[src/rtl/swc_cell_pkg.sv]
// Shared constants, status/pointer field positions and FSM states for the cell segmenter.
// Latency: n/a (package only).
// Backpressure: n/a (package only).
package swc_cell_pkg;

   localparam int CELL_BYTES     = 64;
   localparam int BEAT_BYTES     = 16;
   localparam int BEATS_PER_CELL = 4;

   localparam int LEN_W = 11;
   localparam int CNT_W = 6;

   // Ingress status word layout
   localparam int STAT_ERR     = 15;
   localparam int STAT_PMAP_HI = 14;
   localparam int STAT_PMAP_LO = 11;
   localparam int STAT_LEN_HI  = 10;
   localparam int STAT_LEN_LO  = 0;

   // Cell pointer word layout
   localparam int PTR_PMAP_HI = 11;
   localparam int PTR_PMAP_LO = 8;
   localparam int PTR_CNT_HI  = 5;
   localparam int PTR_CNT_LO  = 0;

   typedef enum logic [2:0] {
      ST_IDLE,
      ST_LOAD,
      ST_PACK,
      ST_PAD,
      ST_PTR,
      ST_DROP
   } seg_state_t;

   // Number of 64-byte cells needed to hold len bytes (rounded up).
   function automatic logic [CNT_W-1:0] cells_for_len(input logic [LEN_W-1:0] len);
      logic [LEN_W:0] sum;
      sum = {1'b0, len} + (LEN_W+1)'(CELL_BYTES - 1);
      return sum[LEN_W:$clog2(CELL_BYTES)];
   endfunction

endpackage

[src/rtl/cell_beat_packer.sv]
// Packs a byte stream MSB-first into 128-bit beats; zero-fills the tail of a partial last beat.
// Latency: beat write registered, 1 cycle after the byte that completes (or ends) the beat.
// Backpressure: none; the caller only presents bytes when it can pop them.
// Ports: clk/rstn; clr restarts lane count; byte_vld/byte_dat/byte_last feed bytes;
//        pad_vld emits an all-zero beat; beat_done flags that this byte closes a beat;
//        beat_dat/beat_wr are the registered beat output.
module cell_beat_packer
   import swc_cell_pkg::*;
(
   input  logic         clk,
   input  logic         rstn,
   input  logic         clr,
   input  logic         byte_vld,
   input  logic [7:0]   byte_dat,
   input  logic         byte_last,
   input  logic         pad_vld,
   output logic         beat_done,
   output logic [127:0] beat_dat,
   output logic         beat_wr
);

   localparam int LANE_W = $clog2(BEAT_BYTES);
   localparam int BEAT_W = BEAT_BYTES * 8;

   logic [LANE_W-1:0] lane;
   logic [BEAT_W-1:0] acc;
   logic [BEAT_W-1:0] acc_nxt;
   logic [BEAT_W-1:0] flush_dat;

   assign acc_nxt   = {acc[BEAT_W-9:0], byte_dat};
   assign beat_done = byte_vld && ((lane == LANE_W'(BEAT_BYTES - 1)) || byte_last);
   // Left-justify: shift the unused (15-lane) byte lanes out as zeros.
   assign flush_dat = acc_nxt << {~lane, 3'b000};

   always_ff @(posedge clk or negedge rstn) begin
      if (!rstn) begin
         acc      <= '0;
         lane     <= '0;
         beat_dat <= '0;
         beat_wr  <= 1'b0;
      end else begin
         beat_wr <= 1'b0;
         if (clr) begin
            acc  <= '0;
            lane <= '0;
         end else if (pad_vld) begin
            beat_dat <= '0;
            beat_wr  <= 1'b1;
         end else if (byte_vld) begin
            if (beat_done) begin
               beat_dat <= flush_dat;
               beat_wr  <= 1'b1;
               acc      <= '0;
               lane     <= '0;
            end else begin
               acc  <= acc_nxt;
               lane <= lane + 1'b1;
            end
         end
      end
   end

endmodule

[src/rtl/frame_cell_segmenter.sv]
// Pops whole frames from the ingress FIFOs, packs them into zero-padded 64B cells, writes one pointer per frame.
// Latency: stat pop 1 cycle after decision; beats 1 cycle after their 16th byte; pointer 1 cycle after PTR.
// Backpressure: i_cell_bp only holds off new good frames in IDLE; started frames and drops run to completion.
// Ports: status FIFO (dout/empty/rd), byte FIFO (dout/empty/rd), cell data FIFO (din/wr),
//        cell pointer FIFO (din/wr), i_cell_bp, forwarded/dropped frame counters.
module frame_cell_segmenter
   import swc_cell_pkg::*;
#(
   parameter int MAX_LEN = 1518,
   parameter int MIN_LEN = 1
)(
   input  logic         clk,
   input  logic         rstn,
   input  logic [15:0]  i_stat_fifo_dout,
   input  logic         i_stat_fifo_empty,
   output logic         i_stat_fifo_rd,
   input  logic [7:0]   i_data_fifo_dout,
   input  logic         i_data_fifo_empty,
   output logic         i_data_fifo_rd,
   output logic [127:0] o_cell_data_fifo_din,
   output logic         o_cell_data_fifo_wr,
   output logic [15:0]  o_cell_ptr_fifo_din,
   output logic         o_cell_ptr_fifo_wr,
   input  logic         i_cell_bp,
   output logic [15:0]  o_frame_cnt,
   output logic [15:0]  o_drop_cnt
);

   seg_state_t state, state_nxt;

   logic [LEN_W-1:0] len_q;
   logic [LEN_W-1:0] rem;
   logic [3:0]       pmap_q;
   logic [CNT_W-1:0] cell_cnt;
   logic [1:0]       beat_cnt;
   logic [1:0]       beat_cnt_inc;
   logic             stat_rd_q;
   logic             ptr_wr_q;
   logic [15:0]      ptr_dat_q;
   logic [15:0]      ptr_word;

   logic             st_err;
   logic [3:0]       st_pmap;
   logic [LEN_W-1:0] st_len;
   logic             st_bad;
   logic             stat_take;
   logic             pop;
   logic             pad_vld;
   logic             clr;
   logic             beat_done;

   assign st_err  = i_stat_fifo_dout[STAT_ERR];
   assign st_pmap = i_stat_fifo_dout[STAT_PMAP_HI:STAT_PMAP_LO];
   assign st_len  = i_stat_fifo_dout[STAT_LEN_HI:STAT_LEN_LO];
   assign st_bad  = st_err || (st_pmap == 4'd0) ||
                    (st_len < LEN_W'(MIN_LEN)) || (st_len > LEN_W'(MAX_LEN));

   // Bad frames are taken regardless of bp so they cannot block the queue.
   assign stat_take    = (state == ST_IDLE) && !i_stat_fifo_empty && (st_bad || !i_cell_bp);
   assign beat_cnt_inc = beat_cnt + 2'd1;

   always_comb begin
      ptr_word = '0;
      ptr_word[PTR_PMAP_HI:PTR_PMAP_LO] = pmap_q;
      ptr_word[PTR_CNT_HI:PTR_CNT_LO]   = cell_cnt;
   end

   always_comb begin
      state_nxt = state;
      pop       = 1'b0;
      pad_vld   = 1'b0;
      clr       = 1'b0;
      case (state)
         ST_IDLE: begin
            if (stat_take) state_nxt = st_bad ? ST_DROP : ST_LOAD;
         end
         ST_LOAD: begin
            clr       = 1'b1;
            state_nxt = ST_PACK;
         end
         ST_PACK: begin
            if (!i_data_fifo_empty) begin
               pop = 1'b1;
               // Last byte closes the final data beat this cycle; its count is beat_cnt_inc.
               if (rem == LEN_W'(1)) state_nxt = (beat_cnt_inc != 2'd0) ? ST_PAD : ST_PTR;
            end
         end
         ST_PAD: begin
            pad_vld = 1'b1;
            if (beat_cnt_inc == 2'd0) state_nxt = ST_PTR;
         end
         ST_PTR: begin
            state_nxt = ST_IDLE;
         end
         ST_DROP: begin
            if (rem == '0) state_nxt = ST_IDLE;
            else if (!i_data_fifo_empty) pop = 1'b1;
         end
         default: state_nxt = ST_IDLE;
      endcase
   end

   always_ff @(posedge clk or negedge rstn) begin
      if (!rstn) begin
         state       <= ST_IDLE;
         len_q       <= '0;
         rem         <= '0;
         pmap_q      <= '0;
         cell_cnt    <= '0;
         beat_cnt    <= '0;
         stat_rd_q   <= 1'b0;
         ptr_wr_q    <= 1'b0;
         ptr_dat_q   <= '0;
         o_frame_cnt <= '0;
         o_drop_cnt  <= '0;
      end else begin
         state     <= state_nxt;
         stat_rd_q <= stat_take;
         ptr_wr_q  <= 1'b0;
         if (stat_take) begin
            len_q  <= st_len;
            rem    <= st_len;
            pmap_q <= st_pmap;
         end
         if (pop) rem <= rem - 1'b1;
         if (state == ST_LOAD) begin
            cell_cnt <= cells_for_len(len_q);
            beat_cnt <= '0;
         end else if (beat_done || pad_vld) begin
            beat_cnt <= beat_cnt_inc;
         end
         // The final beat is written in the PTR cycle at the latest, so the pointer lands after it.
         if (state == ST_PTR) begin
            ptr_wr_q    <= 1'b1;
            ptr_dat_q   <= ptr_word;
            o_frame_cnt <= o_frame_cnt + 16'd1;
         end
         if (state == ST_DROP && rem == '0) o_drop_cnt <= o_drop_cnt + 16'd1;
      end
   end

   assign i_stat_fifo_rd      = stat_rd_q;
   assign i_data_fifo_rd      = pop;
   assign o_cell_ptr_fifo_wr  = ptr_wr_q;
   assign o_cell_ptr_fifo_din = ptr_dat_q;

   cell_beat_packer u_packer (
      .clk       (clk),
      .rstn      (rstn),
      .clr       (clr),
      .byte_vld  (pop && (state == ST_PACK)),
      .byte_dat  (i_data_fifo_dout),
      .byte_last (rem == LEN_W'(1)),
      .pad_vld   (pad_vld),
      .beat_done (beat_done),
      .beat_dat  (o_cell_data_fifo_din),
      .beat_wr   (o_cell_data_fifo_wr)
   );

endmodule
[config.mk]
export PLATFORM = sky130hd
export DESIGN_NAME = frame_cell_segmenter
export DESIGN_NICKNAME = d
export VERILOG_FILES = /design/src/rtl/swc_cell_pkg.sv /design/src/rtl/cell_beat_packer.sv /design/src/rtl/frame_cell_segmenter.sv
export SDC_FILE = /design/constraint.sdc
export NUM_CORES = 1
export LEC_CHECK = 0
export ABC_AREA = 0
export BUFFER_PORTS_ARGS = -buffer_cell sky130_fd_sc_hd__buf_2
export CAP_MARGIN = 20
export CORE_ASPECT_RATIO = 2
export CORE_MARGIN = 10
export CORE_UTILIZATION = 60
export DETAILED_ROUTE_END_ITERATION = 16
export GPL_TIMING_DRIVEN = 0
export PLACE_DENSITY = 0.92
export SYNTH_ARGS = -nofsm -noshare
export SYNTH_HDL_FRONTEND = slang
export SYNTH_SLANG_ARGS = --single-unit
[constraint.sdc]
create_clock -name clk -period 4.7 [get_ports clk]
set_input_delay 0.94 -clock clk [delete_from_list [all_inputs] [get_ports clk]]
set_output_delay 0.94 -clock clk [all_outputs]
set_load 0.1 [all_outputs]
# Word-level counts from Yosys, hierarchy flattened
# Index checks and enable logic that the tools add are counted.
[word_totals] reg_bits=334 inputBits=29
[classes] n_addsub=6 n_lt_le_gt_ge=2 eq_ne=13 shifts=1 mux=33 bitwise_logic=2 n_reduce_logical=26
[op_table] cell="2-to-1 mux 120 bit" n=4
[op_table] cell="2-to-1 mux 128 bit" n=3
[op_table] cell="left shift 128 x 7 -> 128 bit" n=1
[op_table] cell="adder 16 x 1 -> 16 bit (second input constant)" n=2
[op_table] cell="2-to-1 mux 11 bit" n=2
[op_table] cell="2-to-1 mux 3 bit" n=7
[op_table] cell="2-to-1 mux 4 bit" n=4
[op_table] cell="one-hot mux 3 bit (5 select lines)" n=1
[op_table] cell="adder 11 x 6 -> 12 bit (second input constant)" n=1
[op_table] cell="nonzero test 2 bit" n=6
[op_table] cell="== test 11 x 1 -> 1 bit (second input constant)" n=1
[op_table] cell="> comparator 11 bit (second input constant)" n=1
[op_table] cell="zero test 11 bit" n=1
[op_table] cell="less-than comparator 11 x 1 -> 1 bit (second input constant)" n=1
[op_table] cell="subtractor 11 x 1 -> 11 bit (second input constant)" n=1
[op_table] cell="2-to-1 mux 1 bit" n=9
[op_table] cell="!= test 2 bit (second input constant)" n=4
[op_table] cell="== test 3 x 2 -> 1 bit (second input constant)" n=2
[op_table] cell="== test 3 bit (second input constant)" n=2
[op_table] cell="logical OR 1 bit" n=6
[op_table] cell="logical AND 1 bit" n=5
[op_table] cell="AND reduction 5 bit" n=1
[op_table] cell="adder 4 x 1 -> 4 bit (second input constant)" n=1
[op_table] cell="== test 4 bit (second input constant)" n=1
[op_table] cell="other kinds (13)" n=16

# Logic depth before layout (Yosys ltp)
# Gate-level depths: netlist of the first run.
[depth] word_depth=9 ltp_mapped=9 ltp_nobuf=8

# By module
# Synthesis of the first run repeated with hierarchy kept, for this count alone.
[unflattened] hier_cells=1509 area_unflattened_um2=16713.5
[by_module_without_submodules] mod="cell_beat_packer" instances=1 cells_per_inst=1168 area_each_um2=12861.1 seq_area_each_um2=6331.1
[by_module_without_submodules] mod="frame_cell_segmenter" instances=1 cells_per_inst=341 area_each_um2=3852.4 seq_area_each_um2=2026.9

# Worst setup path after synthesis of the first run
# No wires, ideal clock.
[synth_timing] path_type="input-to-output" start="input port i_data_fifo_empty" end="output port i_data_fifo_rd" t_arrival_ns=2.059 required_time_ns=3.760 path_slack_ns=1.701 stages=4 path_cell_list="clkbuf_1 -> a21o_1 -> buf_4 -> inv_1"
[synth_between] elab_chain_len=3
[synth_rtl] element="start, declared" line="frame_cell_segmenter.sv:18" text="input logic i_data_fifo_empty,"
[synth_rtl] element="2-to-1 mux 1 bit (*)" line="frame_cell_segmenter.sv:82, frame_cell_segmenter.sv:97"
[synth_rtl] element="2-to-1 mux 1 bit" line="frame_cell_segmenter.sv:96" text="if (rem == '0) state_nxt = ST_IDLE;"
[synth_rtl] element="one-hot mux 1 bit (2 select lines) (*)" line="frame_cell_segmenter.sv:73" text="case (state)"
[synth_rtl] element="end, declared" line="frame_cell_segmenter.sv:19" text="output logic i_data_fifo_rd,"
# Mark *: on every way between the ends. The rest lies on a longest branch, timed or not.

# Worst setup path after layout of the first run
[layout_timing] start="register rem[1]" end="output port i_data_fifo_rd"
[layout_between] elab_chain_len=3
[layout_rtl] element="start, declared" line="frame_cell_segmenter.sv:32" text="logic [LEN_W-1:0] rem;"
[layout_rtl] element="start signal, assigned" line="frame_cell_segmenter.sv:122" text="rem <= st_len;"
[layout_rtl] element="start signal, assigned" line="frame_cell_segmenter.sv:125" text="if (pop) rem <= rem - 1'b1;"
[layout_rtl] element="zero test 11 bit" line="frame_cell_segmenter.sv:96"
[layout_rtl] element="2-to-1 mux 1 bit" line="frame_cell_segmenter.sv:96"
[layout_rtl] element="one-hot mux 1 bit (2 select lines)" line="frame_cell_segmenter.sv:73"
# No other way between the ends.

==> tab_implementation.tex, run 1 <==
\begin{tabular}{lr}
\hline
Metric & Value \\
\hline
\multicolumn{2}{l}{\textbf{Status}} \\
Result of the run & finished clean \\
\multicolumn{2}{l}{\textbf{Global routing}} \\
Initial antenna violation count & 2 \\
Via count of the first global-routing pass & 15600 \\
GR Layer Usage met1 & 0.369 \\
Pin count of the biggest net entering global routing & 129 \\
Met3 routing resource usage after global routing & 0.0802 \\
Total GRT Usage & 0.381 \\
Wire length of the first global-routing pass & 104000 um \\
Met2 Track Usage GR & 0.671 \\
Global route overflow & 0 \\
Global routing's busiest layer & met2 \\
\multicolumn{2}{l}{\textbf{CTS}} \\
Hold-fix buffer count after cts & 0 \\
Resize count post-CTS & 0 \\
CTS Root Buffer Type & sky130\_fd\_sc\_hd\_\_clkbuf\_16 \\
Buffer count from post-CTS setup fixing & 0 \\
Post-CTS clock slew at the launch and capture registers of the worst setup and hold paths & 0.06 ns \\
Num Clock Sinks & 334 \\
TritonCTS clock tree & done \\
H-tree depth & 1 \\
Clock insertion delay at the later pin of the skew report & 0.59 ns \\
Buffer levels on the longest clock path & 3 \\
Total clock buffers created by CTS & 28 \\
\multicolumn{2}{l}{\textbf{Layout}} \\
Post-layout nets & 1828 \\
Ratio of cells with drive above 1 in the final layout & 0.249 \\
Area overhead of the layout relative to synthesis & 14.2\% \\
Final design area excluding fillers & 0.0200 mm2 \\
\multicolumn{2}{l}{\textbf{Run}} \\
Max Cap Violations & 0 \\
\multicolumn{2}{l}{\textbf{Logic synthesis}} \\
Post-synthesis instance area & 0.0175 mm2 \\
Cell types occupying the most area after synthesis & sky130\_fd\_sc\_hd\_\_dfrtp\_1 (48\%), sky130\_fd\_sc\_hd\_\_mux4\_2 (8.5\%), sky130\_fd\_sc\_hd\_\_mux2i\_1 (6.2\%) \\
Area share of the leading cell type in the synthesized netlist & 0.478 \\
Yosys warnings & 0 \\
Largest area contributor in the netlist & sky130\_fd\_sc\_hd\_\_dfrtp\_1 \\
Mean instance size in the synthesized netlist & 11.2 um2 \\
Seq/Total Area, Yosys & 0.478 \\
Number of synthesized register bits & 334 \\
Synth top cells by count & sky130\_fd\_sc\_hd\_\_dfrtp\_1 (334), sky130\_fd\_sc\_hd\_\_nand2\_1 (246), sky130\_fd\_sc\_hd\_\_mux2i\_1 (109) \\
Count leader, synth & sky130\_fd\_sc\_hd\_\_dfrtp\_1 \\
Prevailing post-synth register cell & sky130\_fd\_sc\_hd\_\_dfrtp\_1 \\
Post-synth ARST share & 1.00 \\
Gate count after technology mapping & 1555 \\
Count of flip-flops with a built-in enable after synthesis & 0 \\
Post-synth cell types & 79 \\
\multicolumn{2}{l}{\textbf{Placed design}} \\
Final HPWL DP & 55500 um \\
Cell Area, Placed & 0.0190 mm2 \\
Placer Congestion & 1.08 \\
Number of port buffers & 201 \\
DP Worst Slack & 1.30 ns \\
\multicolumn{2}{l}{\textbf{Die}} \\
Total die area & 0.0368 mm2 \\
Floorplan die width & 141 um \\
Core area & 0.0288 mm2 \\
Number of standard-cell rows in the floorplan & 88 \\
Count of pins on the block boundary & 209 \\
Starting Density & 0.606 \\
Chip Height & 261 um \\
\multicolumn{2}{l}{\textbf{Power}} \\
Leakage power figure & 9.23 nW \\
Max IR drop VDD & 0.752 mV \\
Power density cells & 770 mW/mm2 \\
\multicolumn{2}{l}{\textbf{Critical path}} \\
End point of the critical path & i\_data\_fifo\_rd \\
Launch point of the worst path & rem[1] \\
Endpoint arrival time on the critical path & 2.95 ns \\
Critical register-to-register path endpoint & u\_packer.beat\_dat[124] \\
Critical Path Sink Type & output port \\
Register-to-register path setup slack & 1.44 ns \\
Cell count of the worst reg-to-reg path & 7 \\
Critical path launch point type & flip-flop \\
Category of the most critical setup path & flip-flop to output port \\
Worst Path Max Fanout & 10 \\
Worst reg2reg startpoint & u\_packer.lane[0] \\
Required time of the worst setup path & 3.76 ns \\
\multicolumn{2}{l}{\textbf{Detailed routing}} \\
Average routed wire per standard cell & 32.7 um \\
Count of TritonRoute iterations in the first routing pass & 6 \\
First DRT Iteration DRCs & 1762 \\
Number of remaining DRC errors & 0 \\
Vias per cell & 6.99 \\
Post-detailed-routing wire length & 71200 um \\
Total vias in the final route & 15200 \\
Remaining antenna violation count & 0 \\
\multicolumn{2}{l}{\textbf{Timing}} \\
RSZ-0062 raised after global routing & no \\
Final critical-path share of the clock period & 0.828 \\
Setup Skew & 0.0220 ns \\
Transition time at the pin with the least slew margin & 1.10 ns \\
Hold violation count in the final report & 0 \\
Achievable frequency & 257 MHz \\
Post-layout worst setup margin & 0.808 ns \\
Final-layout setup total negative slack & 0 ns \\
Max-Slew Margin vs Limit & 0.243 \\
Final period demand of the worst path & 3.89 ns \\
Hold Worst Slack & 0.363 ns \\
Slew Limit Fails & 0 \\
Number of endpoints failing setup at the final stage & 0 \\
\multicolumn{2}{l}{\textbf{Min path}} \\
Min-Delay Path Class & input pin to async pin \\
\hline
\end{tabular}
==> registers in the layout (all words and copies together), names as in the netlist, 6 cells and up <==
name / count
o_drop_cnt: 16
cell_cnt: 6
u_packer.acc: 120
u_packer.beat_dat: 128
len_q: 11
o_frame_cnt: 16
rem: 11
o_cell_ptr_fifo_din: 10
==> cell usage in the layout (no fill, tap or decap), drive strengths merged, types with 19 or more instances in the layout <==
cell / instances
a22oi: 19
mux2i: 109
o31ai: 64
nor2: 39
dfrtp: 334
a21oi: 48
nand2: 247
xnor2: 21
mux4: 66
nand3: 27
a22o: 105
clkbuf: 110
o21ai: 57
mux2: 51
buf: 274
==> kinds of logic (layout without fill, tap and decap cells) <==
logic type	after synthesis	count (layout)	synth area share
multiplexers	226	226	0.180
buffers and inverters	158	412	0.0410
AND/OR/NAND/NOR	392	392	0.103
adder cells (fa/ha/maj)	6	6	0.00429
XOR/XNOR	37	37	0.0185
AO/OA/AOI/OAI	401	401	0.175
other	1	7	0.000214
flip-flops	334	334	0.478
==> layer usage <==
metal / vias to the layer above / part of all wire / routed length (um)
li1: 6286 / - / -
met5: - / 0.00018 / 13
met1: 7580 / 0.30 / 21500
met2: 1003 / 0.51 / 36400
met4: 2 / 0.11 / 7740
met3: 337 / 0.077 / 5470
==> layout make-up <==
cell class | instances | area (um2)
flip-flops and latches | 334 | 8360
inverters | 15 | 56.3
repair buffers | 203 | 1070
fillers | 2100 | 8880
diodes | 1 | 2.50
well taps | 360 | 450
plain buffers | 143 | 661
multi-input cells | 1068 | 8430
clock inverters | 13 | 130
clock buffers | 38 | 810
==> per-stage QoR <==
| step | total power [mW] | util | std cells |
|---|---|---|---|
| finish | 15.4 | 0.692 | 2175 |
| global route | 15.8 | 0.692 | 2174 |
| CTS | 15.0 | 0.692 | 2174 |
| detailed placement | 12.6 | 0.659 | 2123 |
| global placement | 12.5 | 0.657 | 2121 |
| floorplan | 9.78 | - | 1560 |
==> worst min-delay path by stage <==
stage	end	depth (start not counted)	slack, ns	start
floorplan	cell_cnt[0]	2	0.44	cell_cnt[0]
finish	len_q[0]	1	0.36	rstn
CTS	len_q[2]	1	0.42	rstn
global route	len_q[0]	1	0.44	rstn
global placement	u_packer.beat_dat[105]	2	0.45	u_packer.beat_dat[105]
detailed placement	u_packer.beat_dat[51]	2	0.45	u_packer.beat_dat[51]
==> worst max-delay path, stage by stage, from the launching register on <==
cell and delay [ns]:
sky130_fd_sc_hd__dfrtp_1 0.44, sky130_fd_sc_hd__inv_1 0.12, sky130_fd_sc_hd__ha_1 0.24, sky130_fd_sc_hd__or4b_4 0.54, sky130_fd_sc_hd__o31ai_4 0.25, sky130_fd_sc_hd__a21o_1 0.15
sky130_fd_sc_hd__buf_4 0.17, sky130_fd_sc_hd__inv_1 0.13, sky130_fd_sc_hd__buf_2 0.32
==> where the power goes <==
| group | switching (mW) | leakage, nW | internal [mW] | total, mW |
|---|---|---|---|---|
| registers | 1.10 | 4.55 | 3.61 | 4.71 |
| clock network | 1.11 | 0.447 | 1.32 | 2.43 |
| logic | 5.83 | 4.23 | 2.40 | 8.24 |
| total | 8.04 | 9.23 | 7.33 | 15.4 |
Note: power is estimated with default switching activity, not from simulation.
==> run 2: changes to the inputs <==
- ABC_AREA: 0 -> 1
- CORE_UTILIZATION: 60 -> 54
- PLACE_DENSITY: 0.92 -> 0.87
- clock period: 4.7 -> 3.5 ns (I/O delays scaled with it)
==> run 2 against run 1 <==
Against the previous run:
- global-route usage fell by 0.78 points
- die area rose by 15%
- sequential power rose by 30%
- largest cell class unchanged
- sequential share of layout area fell by 2.3 points
- total power rose by 49%
- critical path type unchanged
- worst setup slack got worse by 0.62 ns
- sequential cell count did not move
==> tab_implementation.tex, run 2 <==
\begin{tabular}{lr}
\hline
Metric & Value \\
\hline
\multicolumn{2}{l}{\textbf{Layout}} \\
Ratio of cells with drive above 1 in the final layout & 0.148 (-0.101) \\
Post-layout nets & 2774 (+52\%) \\
Largest registers ranked by flip-flop count & u\_packer.beat\_dat: 128 flops, u\_packer.acc: 120 flops \\
Most common cell after layout, fill and taps aside & sky130\_fd\_sc\_hd\_\_nand2\_1 \\
\# diodes & 0 (-1) \\
Flip-flop count of the largest register, all copies and words added & 128 (unchanged) \\
Highest-count cells in the layout ignoring fill and taps & sky130\_fd\_sc\_hd\_\_nand2\_1 (779), sky130\_fd\_sc\_hd\_\_o21ai\_0 (384), sky130\_fd\_sc\_hd\_\_dfrtp\_1 (334), sky130\_fd\_sc\_hd\_\_buf\_2 (277), sky130\_fd\_sc\_hd\_\_nand3\_1 (228) \\
Area overhead of the layout relative to synthesis & 14.6\% \\
Biggest register & u\_packer.beat\_dat \\
\multicolumn{2}{l}{\textbf{Critical path}} \\
Critical path launch point type & flip-flop \\
Critical Path Sink Type & output port \\
Worst reg2reg startpoint & u\_packer.lane[0] \\
Biggest cell delay along the critical path & 0.38 ns (-0.16 ns) \\
Endpoint arrival time on the critical path & 2.61 ns (-0.34 ns) \\
Worst Path Max Fanout & 10 (unchanged) \\
Category of the most critical setup path & flip-flop to output port \\
Slowest stage cell on the critical path & sky130\_fd\_sc\_hd\_\_dfrtp\_1 \\
Crit path cell chain & inv\_1 -> ha\_1 -> nand2\_1 -> nor2\_1 -> nand2\_1 -> nand3\_1 -> nand2\_2 -> buf\_2 -> buf\_4 \\
Most used cell, CP & sky130\_fd\_sc\_hd\_\_nand2\_1 \\
Launch point of the worst path & rem[0] \\
Required time of the worst setup path & 2.80 ns (-0.96 ns) \\
\multicolumn{2}{l}{\textbf{Timing}} \\
Achievable frequency & 302 MHz \\
Final-layout setup total negative slack & 0 ns (unchanged) \\
Setup Skew & 0.0188 ns (-0.00320 ns) \\
Hold violation count in the final report & 0 (unchanged) \\
Max-Slew Margin vs Limit & 0.237 (-0.00591) \\
RSZ-0062 raised after global routing & no \\
Post-layout worst setup margin & 0.189 ns (-0.619 ns) \\
Number of endpoints failing setup at the final stage & 0 (unchanged) \\
Final period demand of the worst path & 3.31 ns \\
Slew Limit Fails & 0 (unchanged) \\
Transition time at the pin with the least slew margin & 1.11 ns (+0.00861 ns) \\
Final critical-path share of the clock period & 0.946 \\
\multicolumn{2}{l}{\textbf{Global routing}} \\
Initial antenna violation count & 1 (-1) \\
Via count of the first global-routing pass & 19400 (+24\%) \\
Met3 routing resource usage after global routing & 0.0613 (-0.0188) \\
GR Layer Usage met1 & 0.353 (-0.0161) \\
Met2 Track Usage GR & 0.670 (-0.00123) \\
Wire length of the first global-routing pass & 118000 um (+13\%) \\
Global route overflow & 0 (unchanged) \\
Global routing's busiest layer & met2 \\
Total GRT Usage & 0.373 (-0.00777) \\
Pin count of the biggest net entering global routing & 124 (-3.9\%) \\
\multicolumn{2}{l}{\textbf{Placed design}} \\
Placer Congestion & 1.14 (+5.5\%) \\
Number of port buffers & 202 (+0.50\%) \\
Final HPWL DP & 64900 um (+17\%) \\
DP Worst Slack & 0.644 ns (-0.657 ns) \\
\multicolumn{2}{l}{\textbf{Die}} \\
Chip Height & 281 um (+7.6\%) \\
Count of pins on the block boundary & 209 (unchanged) \\
Number of standard-cell rows in the floorplan & 95 (+8.0\%) \\
Floorplan die width & 151 um (+7.1\%) \\
Core area & 0.0336 mm2 (+17\%) \\
Starting Density & 0.548 (-0.0578) \\
Total die area & 0.0424 mm2 (+15\%) \\
\multicolumn{2}{l}{\textbf{Detailed routing}} \\
Count of TritonRoute iterations in the first routing pass & 6 (unchanged) \\
Average routed wire per standard cell & 25.2 um (-23\%) \\
Post-detailed-routing wire length & 80500 um (+13\%) \\
First DRT Iteration DRCs & 1926 (+9.3\%) \\
Remaining antenna violation count & 0 (unchanged) \\
Total vias in the final route & 19000 (+25\%) \\
Vias per cell & 5.95 (-15\%) \\
Number of remaining DRC errors & 0 (unchanged) \\
\multicolumn{2}{l}{\textbf{Logic synthesis}} \\
Gate count after technology mapping & 2499 (+61\%) \\
Number of synthesized register bits & 334 (unchanged) \\
Synth top cells by count & sky130\_fd\_sc\_hd\_\_nand2\_1 (780), sky130\_fd\_sc\_hd\_\_o21ai\_0 (384), sky130\_fd\_sc\_hd\_\_dfrtp\_1 (334) \\
Largest area contributor in the netlist & sky130\_fd\_sc\_hd\_\_dfrtp\_1 \\
Cell types occupying the most area after synthesis & sky130\_fd\_sc\_hd\_\_dfrtp\_1 (45\%), sky130\_fd\_sc\_hd\_\_nand2\_1 (16\%), sky130\_fd\_sc\_hd\_\_o21ai\_0 (10\%) \\
Count of flip-flops with a built-in enable after synthesis & 0 (unchanged) \\
Post-synthesis instance area & 0.0184 mm2 (+5.5\%) \\
Count leader, synth & sky130\_fd\_sc\_hd\_\_nand2\_1 \\
Area share of the leading cell type in the synthesized netlist & 0.453 (-0.0248) \\
Prevailing post-synth register cell & sky130\_fd\_sc\_hd\_\_dfrtp\_1 \\
Seq/Total Area, Yosys & 0.453 (-0.0248) \\
Post-synth ARST share & 1.00 (unchanged) \\
Post-synth cell types & 41 (-48\%) \\
Mean instance size in the synthesized netlist & 7.38 um2 (-34\%) \\
Yosys warnings & 0 (unchanged) \\
\multicolumn{2}{l}{\textbf{CTS}} \\
Total clock buffers created by CTS & 29 (+3.6\%) \\
CTS Root Buffer Type & sky130\_fd\_sc\_hd\_\_clkbuf\_16 \\
Buffer count from post-CTS setup fixing & 0 (unchanged) \\
Num Clock Sinks & 334 (unchanged) \\
Buffer levels on the longest clock path & 3 (unchanged) \\
TritonCTS clock tree & done \\
Clock insertion delay at the later pin of the skew report & 0.61 ns (+0.02 ns) \\
Post-CTS clock slew at the launch and capture registers of the worst setup and hold paths & 0.07 ns (about the same) \\
H-tree depth & 1 (unchanged) \\
\multicolumn{2}{l}{\textbf{Power}} \\
Max IR drop VDD & 1.11 mV (+48\%) \\
Power density cells & 1090 mW/mm2 (+41\%) \\
Leakage power figure & 10.6 nW (+15\%) \\
\multicolumn{2}{l}{\textbf{Status}} \\
Result of the run & finished clean \\
\multicolumn{2}{l}{\textbf{Run}} \\
Max Cap Violations & 0 (unchanged) \\
\multicolumn{2}{l}{\textbf{Min path}} \\
Min-Delay Path Class & input pin to async pin \\
\hline
\end{tabular}
run 2: changes by cell type after synthesis, sizes merged, moves of 66 or more:
cell	change
mux2i	-92
nand4	+93
a22o	-105
nor2	+106
mux4	-66
inv	+142
nand3	+201
nand2	+538
o21ai	+345
run 2: worst max-delay path: cells and delay by family, from the launching register on:
kind | cells | cell delay, ns
buffers and inverters | 3 | 0.66
AND/OR/NAND/NOR | 5 | 0.72
adder cells (fa/ha/maj) | 1 | 0.24
flip-flops | 1 | 0.38
run 2: layer usage:
metal | up-vias | wire length, um
met5 | - | 13
met4 | 2 | 8900
met3 | 354 | 5340
met2 | 1031 | 41000
met1 | 8991 | 25200
li1 | 8658 | -
run 2: kinds of logic after synthesis:
family,count (synthesis),synth area share
simple gates,1295,0.302
compound gates,474,0.134
buf+inv,344,0.0838
flops,334,0.453
xor+xnor,28,0.0133
mux,17,0.00923
fa+ha+maj,6,0.00407
other cells,1,0.000203
run 2: worst paths after layout:
check                           cells past startpoint                endpoint  slack [ns]
worst max-delay path                                9          i_data_fifo_rd        0.19
worst min-delay path                                1           o_drop_cnt[4]         0.1
worst max register to register                      9  u_packer.beat_dat[117]        0.50
worst min register to register                      2  u_packer.beat_dat[112]        0.48
max in group asynchronous                           2        u_packer.acc[97]        2.18
min in group clk                                    3               pmap_q[0]        0.31
run 2: timing repair:
action,CTS,global route
endpoints found under the setup margin,0,1
resized for setup,0,3
hold endpoints to repair,0,0
hold buffers,0,0
run 2: report_power, final:
| group | internal [mW] | switching [mW] |
|---|---|---|
| Clock | 1.99 | 1.58 |
| Combinational | 2.75 | 10.5 |
| Sequential | 5.11 | 1.01 |
run 2: area by class of cell:
cell class	count	area, um2
buffer	187	956
clock buffer	39	843
clock inverter	14	196
fill	2982	12500
inverter	157	589
multi-input combinational	1826	8560
sequential	334	8360
tap	436	546
timing repair buffer	204	1080
run 2: through the flow:
stage / power (mW) / instance area [um2] / hold slack [ns] / util / std cells
6_report: 23.0 / 21100 / 0.0965 / 0.628 / 3197
5_1_grt: 23.9 / 21100 / 0.189 / 0.628 / 3197
4_1_cts: 22.5 / 21100 / 0.161 / 0.628 / 3197
3_5_place_dp: 19.0 / 20100 / 0.460 / 0.597 / 3144
3_3_place_gp: 18.8 / 20000 / 0.459 / 0.595 / 3142
2_1_floorplan: 14.6 / 18500 / 0.404 / - / 2504
